[config.mk]
export PLATFORM = sky130hd
export DESIGN_NAME = mem_stage
export DESIGN_NICKNAME = d
export VERILOG_FILES = /design/src/rtl/mem_stage_pkg.sv /design/src/rtl/mem_stage_load_align.sv /design/src/rtl/mem_stage.sv
export SDC_FILE = /design/constraint.sdc
export NUM_CORES = 1
export LEC_CHECK = 0
export CAP_MARGIN = 0
export CORE_UTILIZATION = 45
export DETAILED_ROUTE_END_ITERATION = 10
export DONT_BUFFER_PORTS = 1
export RECOVER_POWER = 50
export SYNTH_ARGS = -nofsm -noshare
export SYNTH_HDL_FRONTEND = slang
export SYNTH_SLANG_ARGS = --single-unit
[constraint.sdc]
create_clock -name clk -period 2 [get_ports clk]
set_clock_uncertainty 0.1 [all_clocks]
set_input_delay 0.4 -clock clk [delete_from_list [all_inputs] [get_ports clk]]
set_output_delay 0.4 -clock clk [all_outputs]
set_load 0.05 [all_outputs]
[src/rtl/mem_stage_pkg.sv]
// Shared definitions for the MEM pipeline stage: exception codes, exception-bus bit positions,
// memory-control field positions and load-size encodings.
package mem_stage_pkg;

  localparam int unsigned RF_COLLECT_W = 38;

  localparam logic [5:0] ECODE_INT = 6'h00;
  localparam logic [5:0] ECODE_ADE = 6'h08;
  localparam logic [5:0] ECODE_ALE = 6'h09;
  localparam logic [5:0] ECODE_SYS = 6'h0b;
  localparam logic [5:0] ECODE_BRK = 6'h0c;
  localparam logic [5:0] ECODE_INE = 6'h0d;

  // Exception bus {ale, adef, ine, syscall, break, int, ertn}
  localparam int unsigned EXC_ALE  = 6;
  localparam int unsigned EXC_ADEF = 5;
  localparam int unsigned EXC_INE  = 4;
  localparam int unsigned EXC_SYS  = 3;
  localparam int unsigned EXC_BRK  = 2;
  localparam int unsigned EXC_INT  = 1;
  localparam int unsigned EXC_ERTN = 0;

  // Memory control {req_issued, res_from_mem, ld_sign, ld_size[1:0]}
  localparam int unsigned CTRL_REQ     = 4;
  localparam int unsigned CTRL_RES_MEM = 3;
  localparam int unsigned CTRL_SIGN    = 2;

  typedef enum logic [1:0] {
    LdByte = 2'b00,
    LdHalf = 2'b01,
    LdWord = 2'b10
  } ld_size_e;

endpackage

[src/rtl/mem_stage_load_align.sv]
// Combinational load-data alignment: selects byte/half/word at the address offset and extends.
module mem_stage_load_align
  import mem_stage_pkg::*;
(
  input  logic [31:0] raw,
  input  logic [1:0]  offset,
  input  logic [1:0]  size,
  input  logic        sign,
  output logic [31:0] data
);

  logic [31:0] sh;

  assign sh = raw >> {offset, 3'b000};

  always_comb begin
    data = sh;
    case (ld_size_e'(size))
      LdByte:  data = {{24{sign & sh[7]}}, sh[7:0]};
      LdHalf:  data = {{16{sign & sh[15]}}, sh[15:0]};
      default: data = sh;
    endcase
  end

endmodule

[src/rtl/mem_stage.sv]
// MEM pipeline stage: holds one instruction, waits for its data-SRAM response, aligns load
// data and hands the result to WB. Responses owed to flushed instructions are discarded.
module mem_stage
  import mem_stage_pkg::*;
#(
  parameter int unsigned XLEN  = 32,
  parameter int unsigned EXC_W = 7,
  parameter int unsigned CNT_W = 2
) (
  input  logic                    clk,
  input  logic                    reset,
  input  logic                    es_to_ms_valid,
  output logic                    ms_allowin,
  input  logic [XLEN-1:0]         es_pc,
  input  logic [RF_COLLECT_W-1:0] es_rf_collect,
  input  logic [4:0]              es_mem_ctrl,
  input  logic [EXC_W-1:0]        es_to_ms_bus,
  input  logic [XLEN-1:0]         es_vaddr,
  input  logic                    data_sram_data_ok,
  input  logic [XLEN-1:0]         data_sram_rdata,
  input  logic                    wb_flush,
  input  logic                    ws_allowin,
  output logic                    ms_to_ws_valid,
  output logic [XLEN-1:0]         ms_pc,
  output logic [RF_COLLECT_W-1:0] ms_rf_collect,
  output logic [EXC_W-1:0]        ms_to_ws_bus,
  output logic [XLEN-1:0]         ms_vaddr,
  output logic                    ms_ex,
  output logic                    ms_load_pending
);

  logic                    ms_valid_q, ms_valid_d;
  logic [XLEN-1:0]         pc_q;
  logic [RF_COLLECT_W-1:0] rf_collect_q;
  logic [4:0]              ctrl_q;
  logic [EXC_W-1:0]        bus_q;
  logic [XLEN-1:0]         vaddr_q;
  logic                    buf_valid_q, buf_valid_d;
  logic [XLEN-1:0]         buf_q, buf_d;
  logic [CNT_W-1:0]        discard_cnt_q, discard_cnt_d;

  logic            need_data;
  logic            resp_mine;
  logic            ms_ready_go;
  logic            to_wb;
  logic            load_payload;
  logic            buf_latch;
  logic            cnt_inc;
  logic            cnt_dec;
  logic [XLEN-1:0] raw_data;
  logic [XLEN-1:0] ld_data;
  logic [XLEN-1:0] wdata;

  assign need_data    = ms_valid_q & ctrl_q[CTRL_REQ];
  // A response only belongs to us once every stale one has been swallowed.
  assign resp_mine    = data_sram_data_ok & (discard_cnt_q == '0);
  assign ms_ready_go  = ~need_data | buf_valid_q | resp_mine;
  assign ms_allowin   = ~ms_valid_q | (ms_ready_go & ws_allowin);
  assign ms_to_ws_valid = ms_valid_q & ms_ready_go & ~wb_flush;
  assign to_wb        = ms_to_ws_valid & ws_allowin;
  assign load_payload = es_to_ms_valid & ms_allowin & ~wb_flush;
  assign buf_latch    = resp_mine & need_data & ~buf_valid_q & ~ws_allowin;
  assign cnt_inc      = wb_flush & need_data & ~buf_valid_q & ~resp_mine;
  assign cnt_dec      = data_sram_data_ok & (discard_cnt_q != '0);

  always_comb begin
    ms_valid_d = ms_valid_q;
    if (wb_flush) begin
      ms_valid_d = 1'b0;
    end else if (ms_allowin) begin
      ms_valid_d = es_to_ms_valid;
    end

    buf_valid_d = buf_valid_q;
    buf_d       = buf_q;
    if (wb_flush || to_wb) begin
      buf_valid_d = 1'b0;
    end else if (buf_latch) begin
      buf_valid_d = 1'b1;
      buf_d       = data_sram_rdata;
    end

    discard_cnt_d = discard_cnt_q;
    if (cnt_inc && !cnt_dec && (discard_cnt_q != {CNT_W{1'b1}})) begin
      discard_cnt_d = discard_cnt_q + 1'b1;
    end else if (cnt_dec && !cnt_inc) begin
      discard_cnt_d = discard_cnt_q - 1'b1;
    end
  end

  always_ff @(posedge clk) begin
    if (reset) begin
      ms_valid_q    <= 1'b0;
      pc_q          <= '0;
      rf_collect_q  <= '0;
      ctrl_q        <= '0;
      bus_q         <= '0;
      vaddr_q       <= '0;
      buf_valid_q   <= 1'b0;
      buf_q         <= '0;
      discard_cnt_q <= '0;
    end else begin
      ms_valid_q    <= ms_valid_d;
      buf_valid_q   <= buf_valid_d;
      buf_q         <= buf_d;
      discard_cnt_q <= discard_cnt_d;
      if (load_payload) begin
        pc_q         <= es_pc;
        rf_collect_q <= es_rf_collect;
        ctrl_q       <= es_mem_ctrl;
        bus_q        <= es_to_ms_bus;
        vaddr_q      <= es_vaddr;
      end
    end
  end

  assign raw_data = buf_valid_q ? buf_q : data_sram_rdata;

  mem_stage_load_align u_load_align (
    .raw    (raw_data),
    .offset (vaddr_q[1:0]),
    .size   (ctrl_q[1:0]),
    .sign   (ctrl_q[CTRL_SIGN]),
    .data   (ld_data)
  );

  assign wdata           = ctrl_q[CTRL_RES_MEM] ? ld_data : rf_collect_q[XLEN-1:0];
  assign ms_pc           = pc_q;
  assign ms_rf_collect   = {rf_collect_q[RF_COLLECT_W-1:XLEN], wdata};
  assign ms_to_ws_bus    = bus_q;
  assign ms_vaddr        = vaddr_q;
  assign ms_ex           = ms_valid_q & (|bus_q);
  assign ms_load_pending = ms_valid_q & ctrl_q[CTRL_RES_MEM] & ~ms_ready_go;

endmodule

==> impl_metrics.tcl, run 1 <==
set metrics [dict create \
    netlist_area_sq_um 8290 \
    fmax_mhz 361 \
    power.density_nw_per_um2 703 \
    grt_pass1_vias 6953 \
    vias 7091 \
    yosys_warnings 0 \
    cp.required_ns 1.50 \
    hold_path_class "in2reg" \
    final_layout_size_suffix_gt1_share_pct 31.2 \
    clockBufferDepth 2 \
    dpl.cell_count 1127 \
    rows 49 \
    cts.sinks 150 \
    regArea_sq_um 3020 \
    path_clk_slew_ns 0.07 \
    wl_per_cell_um 22.0 \
    ioPinCount 265 \
    cts_tree "done" \
    fin_nets 1134 \
    max_slew_margin_pct 55.5 \
    irDropWorstVdd_mv 0.573 \
    synth-edff-count 0 \
    yosys_most_used_dff "dfxtp_1" \
    drc_errors 0 \
    die_h_um 138 \
    grtUsageMet2_pct 45.2 \
    drv_slew 0 \
    diodes 0 \
    violations "hold timing, setup timing" \
    h-tree-depth 4 \
    grt_pass1_wl_mm 37.4 \
    holdWs_ns -0.00488 \
    worstPathMaxFanout 7 \
    drt_iter0_drc 409 \
    dp_slack_ns -0.564 \
    status "finished with violations" \
    syn_inst 885 \
    place_congestion 0.864 \
    crit_path_start_kind "flip-flop" \
    vias_per_cell 5.79 \
    area_growth_pct 40.2 \
    final_cells 1224 \
    hold_violations 1 \
    syn_nets 1037 \
    grt.overflow.total 0 \
    seq_area_frac_synth_pct 36.2 \
    rsz0062_at_grt "yes" \
    grt_max_degree 234 \
    portBuffers 0 \
    grtUsageTotal_pct 26.1 \
    setup-violations-final 164 \
    antenna_found_initial 0 \
    drt-total-wl_mm 26.9 \
    synth.avg_cell_area_sq_um 9.37 \
    firstDrtPassIters 4 \
    fin_setup_tns_ns -47.99 \
    met1_usage_pct 28.6 \
    grt_use_met3_pct 8.46 \
    postSynth.asyncResetShare_pct 0 \
    critPathKind "reg2out" \
    core_sq_um 18000 \
    cp-end-kind "primary output" \
    cts_inserted_buffers 17 \
    drv_cap 0 \
    worst_slack_ns -0.772 \
    ys_seq_elements 150 \
    min_period_over_period_pct 139 \
    ant_nets 0 \
    critPathArrivalTime_ns 2.27 \
    multi_input_area_sq_um 5610 \
    worst_slew_pin_slew_ns 0.668 \
    busiest_layer "met2" \
    finalCriticalPeriod_ns 2.77 \
    start_util_pct 46.0 \
    power.total_mw 8.17 \
    fp.dieW_um 138 \
    synth_cell_types 41 \
    cts_root_buf "clkbuf_16" \
    die-area_sq_um 19000 \
    place_hpwl_mm 16.7 \
    clock_latency_ns 0.43 \
    fill_cells 1399 \
    power.leakage_nw 4.03 \
]
[cell families after synthesis]
group           Yosys count  synth area share [%]
flops                   150                  36.2
buf+inv                  86                  6.70
simple gates            360                  25.2
mux                     178                  23.6
compound gates          111                  8.27
[sequential cells by signal (all words and copies together) (netlist names)]
name	cells
rf_collect_q	38
buf_q	32
ms_pc	32
ms_vaddr	32
ms_to_ws_bus	7
ctrl_q	5
discard_cnt_q	2
buf_valid_q	1
ms_valid_q	1
[report_power, final]
part,leakage (nW),total (mW),internal (mW),switching (mW)
logic,2.53,1.55,0.776,0.774
clock network,0.281,3.18,1.78,1.40
registers,1.23,3.45,3.11,0.340
total,4.03,8.17,5.66,2.51
[cell usage in the layout (no fill, tap or decap), drive strengths merged, types with 2 or more instances in the layout]
cell type    synthesis  final
a21oi               58     58
a221o                8      8
a31oi                2      2
buf                 43    126
clkbuf              40     34
clkinv               0      4
clkinvlp             0      3
dfxtp              150    150
dlygate4sd3          0     18
inv                  3      9
mux2i              164    164
mux4                14     14
nand2               69     69
nand2b             231    231
nand3b               3      3
nand4                2      2
nor2                19     19
nor2b                2      2
nor3                 5      5
nor3b                3      3
nor4                18     18
o21ai                5      5
o22ai               26     26
o2bb2ai              7      7
o32ai                1      2
or3b                 2      2
[path summary, 6_finish.rpt]
path                                      start                         to  slack [ns]  cells past startpoint
hold reg to reg           buf_q[0]$_SDFFE_PP0P_      buf_q[0]$_SDFFE_PP0P_        0.35                      2
hold / removal               data_sram_rdata[4]      buf_q[4]$_SDFFE_PP0P_      -0.005                      2
setup reg to reg  discard_cnt_q[0]$_SDFFE_PP0P_  ms_vaddr[10]$_SDFFE_PP0P_       -0.30                      8
setup / recovery       ms_vaddr[0]$_SDFFE_PP0P_          ms_rf_collect[17]       -0.77                      7
[synthesized netlist by cell type, types with 3 or more instances]
library cell	n	area, sq um
nor2_1	19	71.3
nand2_1	69	259
nand2b_1	231	1450
buf_2	13	65.1
o22ai_1	26	163
nor4_1	17	106
buf_8	7	105
nor3_1	5	25.0
inv_1	3	11.3
a21oi_1	58	290
mux2i_1	164	1640
mux4_2	14	315
buf_6	7	78.8
clkbuf_1	40	150
dfxtp_1	150	3000
o2bb2ai_1	7	61.3
a221o_1	8	80.1
buf_4	14	105
o21ai_0	4	20.0
[metal layers]
| layer | vias to the layer above | part of all wire, % |
|---|---|---|
| met4 | 0 | 3.9 |
| met1 | 3407 | 36 |
| met3 | 69 | 9.4 |
| met5 | - | 0 |
| met2 | 358 | 50 |
| li1 | 3257 | - |
[cell type report]
type	instances	share of cell area, %
clock inverter	14	1.20
clock buffer	18	3.78
timing repair buffer	160	18.3
tap	229	2.46
inverter	3	0.129
multi-input combinational	650	48.2
sequential	150	25.9
[metrics by stage]
step	util [%]	hold WS [ns]	area, sq um
global placement	52.7	0.336	9500
detailed placement	52.7	0.343	9500
CTS	60.3	0.000154	10900
finish	64.5	-0.00488	11600
floorplan	-	0.331	8540
global route	64.5	-0.000509	11600
[worst max-delay path, cell delays in order, from the launching register on]
cell and delay [ns]:
dfxtp_4 0.38, buf_12 0.15, buf_4 0.16, mux2i_1 0.42, o22ai_4 0.17, o22ai_1 0.30
a21oi_2 0.09, buf_12 0.16
[timing repair]
item,CTS,global route
gates resized for setup,80,81
cloned,5,8
pin swaps,23,28
setup buffers,18,18
endpoints found under the setup margin,35,76
hold buffers,15,5
endpoints found under the hold margin,35,5
Note: power is estimated with default switching activity, not from simulation.
==> inputs of run 2 (changes only) <==
--- a/config.mk
+++ b/config.mk
@@ -6,9 +6,10 @@
 export NUM_CORES = 1
 export LEC_CHECK = 0
 export CAP_MARGIN = 0
-export CORE_UTILIZATION = 45
+export CORE_UTILIZATION = 58
 export DETAILED_ROUTE_END_ITERATION = 10
 export DONT_BUFFER_PORTS = 1
+export PLACE_DENSITY = 0.76
 export RECOVER_POWER = 50
 export SYNTH_ARGS = -nofsm -noshare
 export SYNTH_HDL_FRONTEND = slang
==> impl_metrics.tcl, run 2 (synthesis gave the netlist of run 1 again) <==
set metrics [dict create \
    cp.required_ns 1.50 \
    crit_slowest_cell "mux2i_2" \
    path_clk_slew_ns 0.07 \
    largest-register "rf_collect_q" \
    worstPathMaxFanout 10 \
    finalCriticalPeriod_ns 2.97 \
    crit_path_start_kind "flip-flop" \
    ant_nets 0 \
    final_cells 1161 \
    power.density_nw_per_um2 699 \
    grt_pass1_wl_mm 37.7 \
    ioPinCount 265 \
    cts_tree "done" \
    dp_slack_ns -0.653 \
    die-area_sq_um 14800 \
    grt_pass1_vias 7292 \
    status "finished with violations" \
    rows 43 \
    max_stage_delay_ns 0.52 \
    vias_per_cell 6.72 \
    cts_root_buf "clkbuf_16" \
    wl_per_cell_um 28.9 \
    crit_top_cell "buf_12" \
    regArea_sq_um 3020 \
    rrSetupSlack_ns -0.34 \
    cts_inserted_buffers 17 \
    grtUsageTotal_pct 33.6 \
    dpl_cell_area_sq_um 9350 \
    fin_setup_tns_ns -59.38 \
    drt_iter0_drc 929 \
    antenna_found_initial 2 \
    fmax_mhz 337 \
    grtUsageMet2_pct 56.1 \
    final_util_pct 85.2 \
    fill_cells 671 \
    irDropWorstVdd_mv 0.830 \
    path_cells "buf_12 -> buf_6 -> mux2i_2 -> mux4_2 -> a21oi_4 -> buf_12" \
    busiest_layer "met2" \
    dpl.cell_count 1071 \
    critPathKind "reg2out" \
    rsz0062_at_grt "yes" \
    grt_max_degree 233 \
    worst_slack_ns -0.966 \
    largest_register_ff_count 38 \
    power.leakage_nw 4.05 \
    drv_slew 0 \
    place_congestion 0.877 \
    vias 7799 \
    drc_errors 0 \
    power.total_mw 8.30 \
    layout_commonest_cell "nand2b_1" \
    min_period_over_period_pct 148 \
    met1_usage_pct 35.0 \
    start_util_pct 59.5 \
    critPathArrivalTime_ns 2.47 \
    final_cell_mix "nand2b_1 (230), mux2i_1 (142), dfxtp_1 (141)" \
    multi_input_area_sq_um 6020 \
    portBuffers 0 \
    hold_path_class "in2reg" \
    grt.overflow.total 0 \
    clock_latency_ns 0.45 \
    worst_slew_pin_slew_ns 0.682 \
    cts.sinks 150 \
    clockBufferDepth 2 \
    setup-violations-final 181 \
    holdWs_ns -0.00145 \
    h-tree-depth 4 \
    drt-total-wl_mm 33.5 \
    violations "hold timing, setup timing" \
    firstDrtPassIters 6 \
    fin_nets 1119 \
    die_h_um 122 \
    max_slew_margin_pct 54.6 \
    core_sq_um 13900 \
    place_hpwl_mm 16.0 \
    fp.dieW_um 122 \
    fin_area_sq_um 11900 \
    area_growth_pct 43.2 \
    hold_violations 1 \
    cp-end-kind "primary output" \
    final_layout_size_suffix_gt1_share_pct 36.6 \
    grt_use_met3_pct 13.6 \
    drv_cap 0 \
]
run 2: layout make-up:
class                      instances  share of cell area (%)
tap                              180                    1.90
inverter                           3                  0.0948
clock inverter                    14                    1.18
timing repair buffer             145                    17.0
clock buffer                      18                    3.61
sequential                       150                    25.5
antenna                            1                  0.0211
multi-input combinational        650                    50.7
run 2: final timing paths:
kind                                                     from                            to  depth (start not counted)
worst max-delay path                 ms_vaddr[0]$_SDFFE_PP0P_              ms_rf_collect[4]                          6
worst min-delay path                      data_sram_rdata[15]        buf_q[15]$_SDFFE_PP0P_                          2
worst max register to register  discard_cnt_q[0]$_SDFFE_PP0P_  ms_to_ws_bus[6]$_SDFFE_PP0P_                          8
worst min register to register   rf_collect_q[3]$_SDFFE_PP0P_  rf_collect_q[3]$_SDFFE_PP0P_                          2
run 2: power breakdown:
part | switching, mW | internal [mW]
logic | 0.856 | 0.761
clock network | 1.48 | 1.75
registers | 0.352 | 3.11
run 2: worst max-delay path, delay by kind of cell, from the launching register on:
family                 cells  cell delay [ns]
AOI/OAI and AO/OA          1             0.09
buffers and inverters      3             0.47
DFF                        1             0.41
muxes                      2             1.04
run 2: metal layers:
metal | vias up | share of wire, %
met1 | 3697 | 33
met2 | 651 | 47
met5 | - | 0.15
met3 | 224 | 13
met4 | 4 | 7.7
li1 | 3223 | -
run 2: timing repair:
action | in CTS | in global routing
hold buffers | 8 | 2
buffers inserted | 19 | 18
resized for setup | 99 | 183
cloned | 4 | 14
endpoints found under the setup margin | 36 | 181
endpoints found under the hold margin | 35 | 2
pin swaps | 37 | 61
==> inputs of run 3 (changes only) <==
--- a/config.mk
+++ b/config.mk
@@ -6,10 +6,13 @@
 export NUM_CORES = 1
 export LEC_CHECK = 0
 export CAP_MARGIN = 0
-export CORE_UTILIZATION = 58
+export CELL_PAD_IN_SITES_DETAIL_PLACEMENT = 0
+export CELL_PAD_IN_SITES_GLOBAL_PLACEMENT = 1
+export CORE_UTILIZATION = 43
 export DETAILED_ROUTE_END_ITERATION = 10
 export DONT_BUFFER_PORTS = 1
-export PLACE_DENSITY = 0.76
+export MAX_ROUTING_LAYER = met4
+export PLACE_DENSITY_LB_ADDON = 0.1
 export RECOVER_POWER = 50
 export SYNTH_ARGS = -nofsm -noshare
 export SYNTH_HDL_FRONTEND = slang
==> impl_metrics.tcl, run 3 (synthesis gave the netlist of run 1 again) <==
set metrics [dict create \
    layout_commonest_cell "nand2b_1" \
    cp.required_ns 1.50 \
    p_int_mw 5.83 \
    setup-violations-final 119 \
    crit_buf_inv 3 \
    min_period_over_period_pct 135 \
    final_cell_mix "nand2b_1 (231), mux2i_1 (147), dfxtp_1 (145)" \
    path_cells "buf_12 -> mux2i_1 -> buf_4 -> mux4_2 -> a21oi_4 -> buf_12" \
    cts_inserted_buffers 17 \
    fmax_mhz 369 \
    switching_power_mw 2.49 \
    crit_top_cell "buf_12" \
    power.leakage_nw 3.99 \
    largest_register_ff_count 38 \
    max_slew_margin_pct 55.6 \
    drt-total-wl_mm 26.5 \
    worst_slew_pin_slew_ns 0.666 \
    drv_cap 0 \
    clock_latency_ns 0.42 \
    critPathArrivalTime_ns 2.21 \
    vias_per_cell 5.57 \
    power.total_mw 8.31 \
    start_util_pct 44.0 \
    fin_setup_tns_ns -25.07 \
    critical_path.top_delay_family "multiplexers" \
    fin_nets 1113 \
    h-tree-depth 4 \
    power.density_nw_per_um2 727 \
    hold_violations 0 \
    crit_slowest_cell "mux4_2" \
    antenna_found_initial 0 \
    wl_per_cell_um 21.5 \
    area_growth_pct 37.9 \
    fp.dieW_um 141 \
    cts_tree "done" \
    cts_root_buf "clkbuf_16" \
    path_clk_slew_ns 0.07 \
    seqPwrFrac_pct 41.5 \
    final_layout_size_suffix_gt1_share_pct 31.9 \
    largest-register "rf_collect_q" \
    violations "setup timing" \
    core_sq_um 18800 \
    worst_slack_ns -0.709 \
    grt.overflow.total 0 \
    vias 6864 \
    hold_path_class "in2reg" \
    diodes 0 \
    portBuffers 0 \
    cts.sinks 150 \
    critPathKind "reg2out" \
    grt_pass1_vias 6807 \
    swShare_pct 29.9 \
    rsz0062_at_grt "yes" \
    rows 50 \
    share_comb_of_total_power_pct 17.5 \
    finalCriticalPeriod_ns 2.71 \
    place_congestion 0.893 \
    ant_nets 0 \
    die_h_um 141 \
    grt_pass1_wl_mm 36.2 \
    crit_path_start_kind "flip-flop" \
    status "finished with violations" \
    grt_max_degree 234 \
    grtUsageTotal_pct 24.2 \
    p_clk_share_pct 41.0 \
    drc_errors 0 \
    drv_slew 0 \
    place_hpwl_mm 16.5 \
    clockBufferDepth 2 \
    max_stage_delay_ns 0.49 \
    cp-end-kind "primary output" \
    firstDrtPassIters 4 \
    die-area_sq_um 19800 \
    irDropWorstVdd_mv 0.538 \
    ioPinCount 265 \
    drt_iter0_drc 344 \
    worstPathMaxFanout 21 \
]
[run 3: changes by cell type in the layout (fill, tap and decap cells not counted), moves of 8 or more]
cell | previous run | this run
o22ai_1 | 12 | 21
a21oi_1 | 4 | 14
buf_12 | 49 | 39
mux2i_4 | 15 | 1
nand2_4 | 28 | 18
nor4_4 | 15 | 2
a21oi_2 | 35 | 26
o22ai_2 | 12 | 3
mux2i_2 | 7 | 16
nand2_2 | 6 | 14
[run 3: power groups by stage]
stage | Clock, mW | Combinational (mW) | Sequential (mW)
floorplan | 0 | 0.933 | 3.49
global placement | 0 | 1.19 | 3.51
detailed placement | 0 | 1.21 | 3.51
CTS | 3.47 | 1.29 | 3.45
global route | 3.59 | 1.52 | 3.46
finish | 3.41 | 1.46 | 3.45
[run 3: layout make-up]
| type | count | area, sq um |
|---|---|---|
| sequential | 150 | 3020 |
| clock inverter | 14 | 185 |
| fill | 1559 | 7390 |
| timing repair buffer | 140 | 1990 |
| clock buffer | 17 | 425 |
| inverter | 3 | 15.0 |
| tap | 260 | 325 |
| multi-input combinational | 649 | 5480 |
[run 3: final timing paths]
path | startpoint | end | slack (ns) | cells after the start
worst max-delay path | ms_vaddr[0]$_SDFFE_PP0P_ | ms_rf_collect[2] | -0.71 | 6
worst min-delay path | data_sram_rdata[11] | buf_q[11]$_SDFFE_PP0P_ | 0.02 | 2
worst max register to register | buf_valid_q$_SDFFE_PP0P_ | buf_q[10]$_SDFFE_PP0P_ | -0.17 | 8
worst min register to register | buf_q[0]$_SDFFE_PP0P_ | buf_q[0]$_SDFFE_PP0P_ | 0.36 | 2
[run 3: stage by stage]
step | hold slack, ns | cells | util [%] | worst slack, ns | instance area, sq um
2_1_floorplan | 0.331 | 885 | - | -0.473 | 8540
3_3_place_gp | 0.335 | 1153 | 49.9 | -0.329 | 9400
3_5_place_dp | 0.342 | 1153 | 49.9 | -0.315 | 9400
4_1_cts | 0.0000998 | 1200 | 55.1 | -0.671 | 10400
5_1_grt | 0.00393 | 1233 | 60.7 | -0.742 | 11400
6_report | 0.0158 | 1233 | 60.7 | -0.709 | 11400
[run 3: metal layers]
| layer | vias up | share of wire [%] | global-route usage (%) |
|---|---|---|---|
| met5 | - | 0 | - |
| met4 | 0 | 2.8 | 10.3 |
| met3 | 47 | 7.9 | 6.69 |
| met2 | 291 | 51 | 41.2 |
| met1 | 3318 | 38 | 26.5 |
| li1 | 3208 | - | - |
[run 3: timing repair]
item	CTS	global route
hold endpoints to repair	35	0
gates resized for setup	39	134
buffers inserted	7	9
hold buffers	8	0
pin swaps	13	22
gates cloned	1	24
endpoints found under the setup margin	35	183
[run 3: worst register-to-register path: cells and delay by family (launching register included)]
family | cells | cell delay, ns
AND/OR/NAND/NOR | 3 | 0.87
buffers and inverters | 4 | 0.66
AO/OA/AOI/OAI | 1 | 0.05
flip-flops | 1 | 0.39
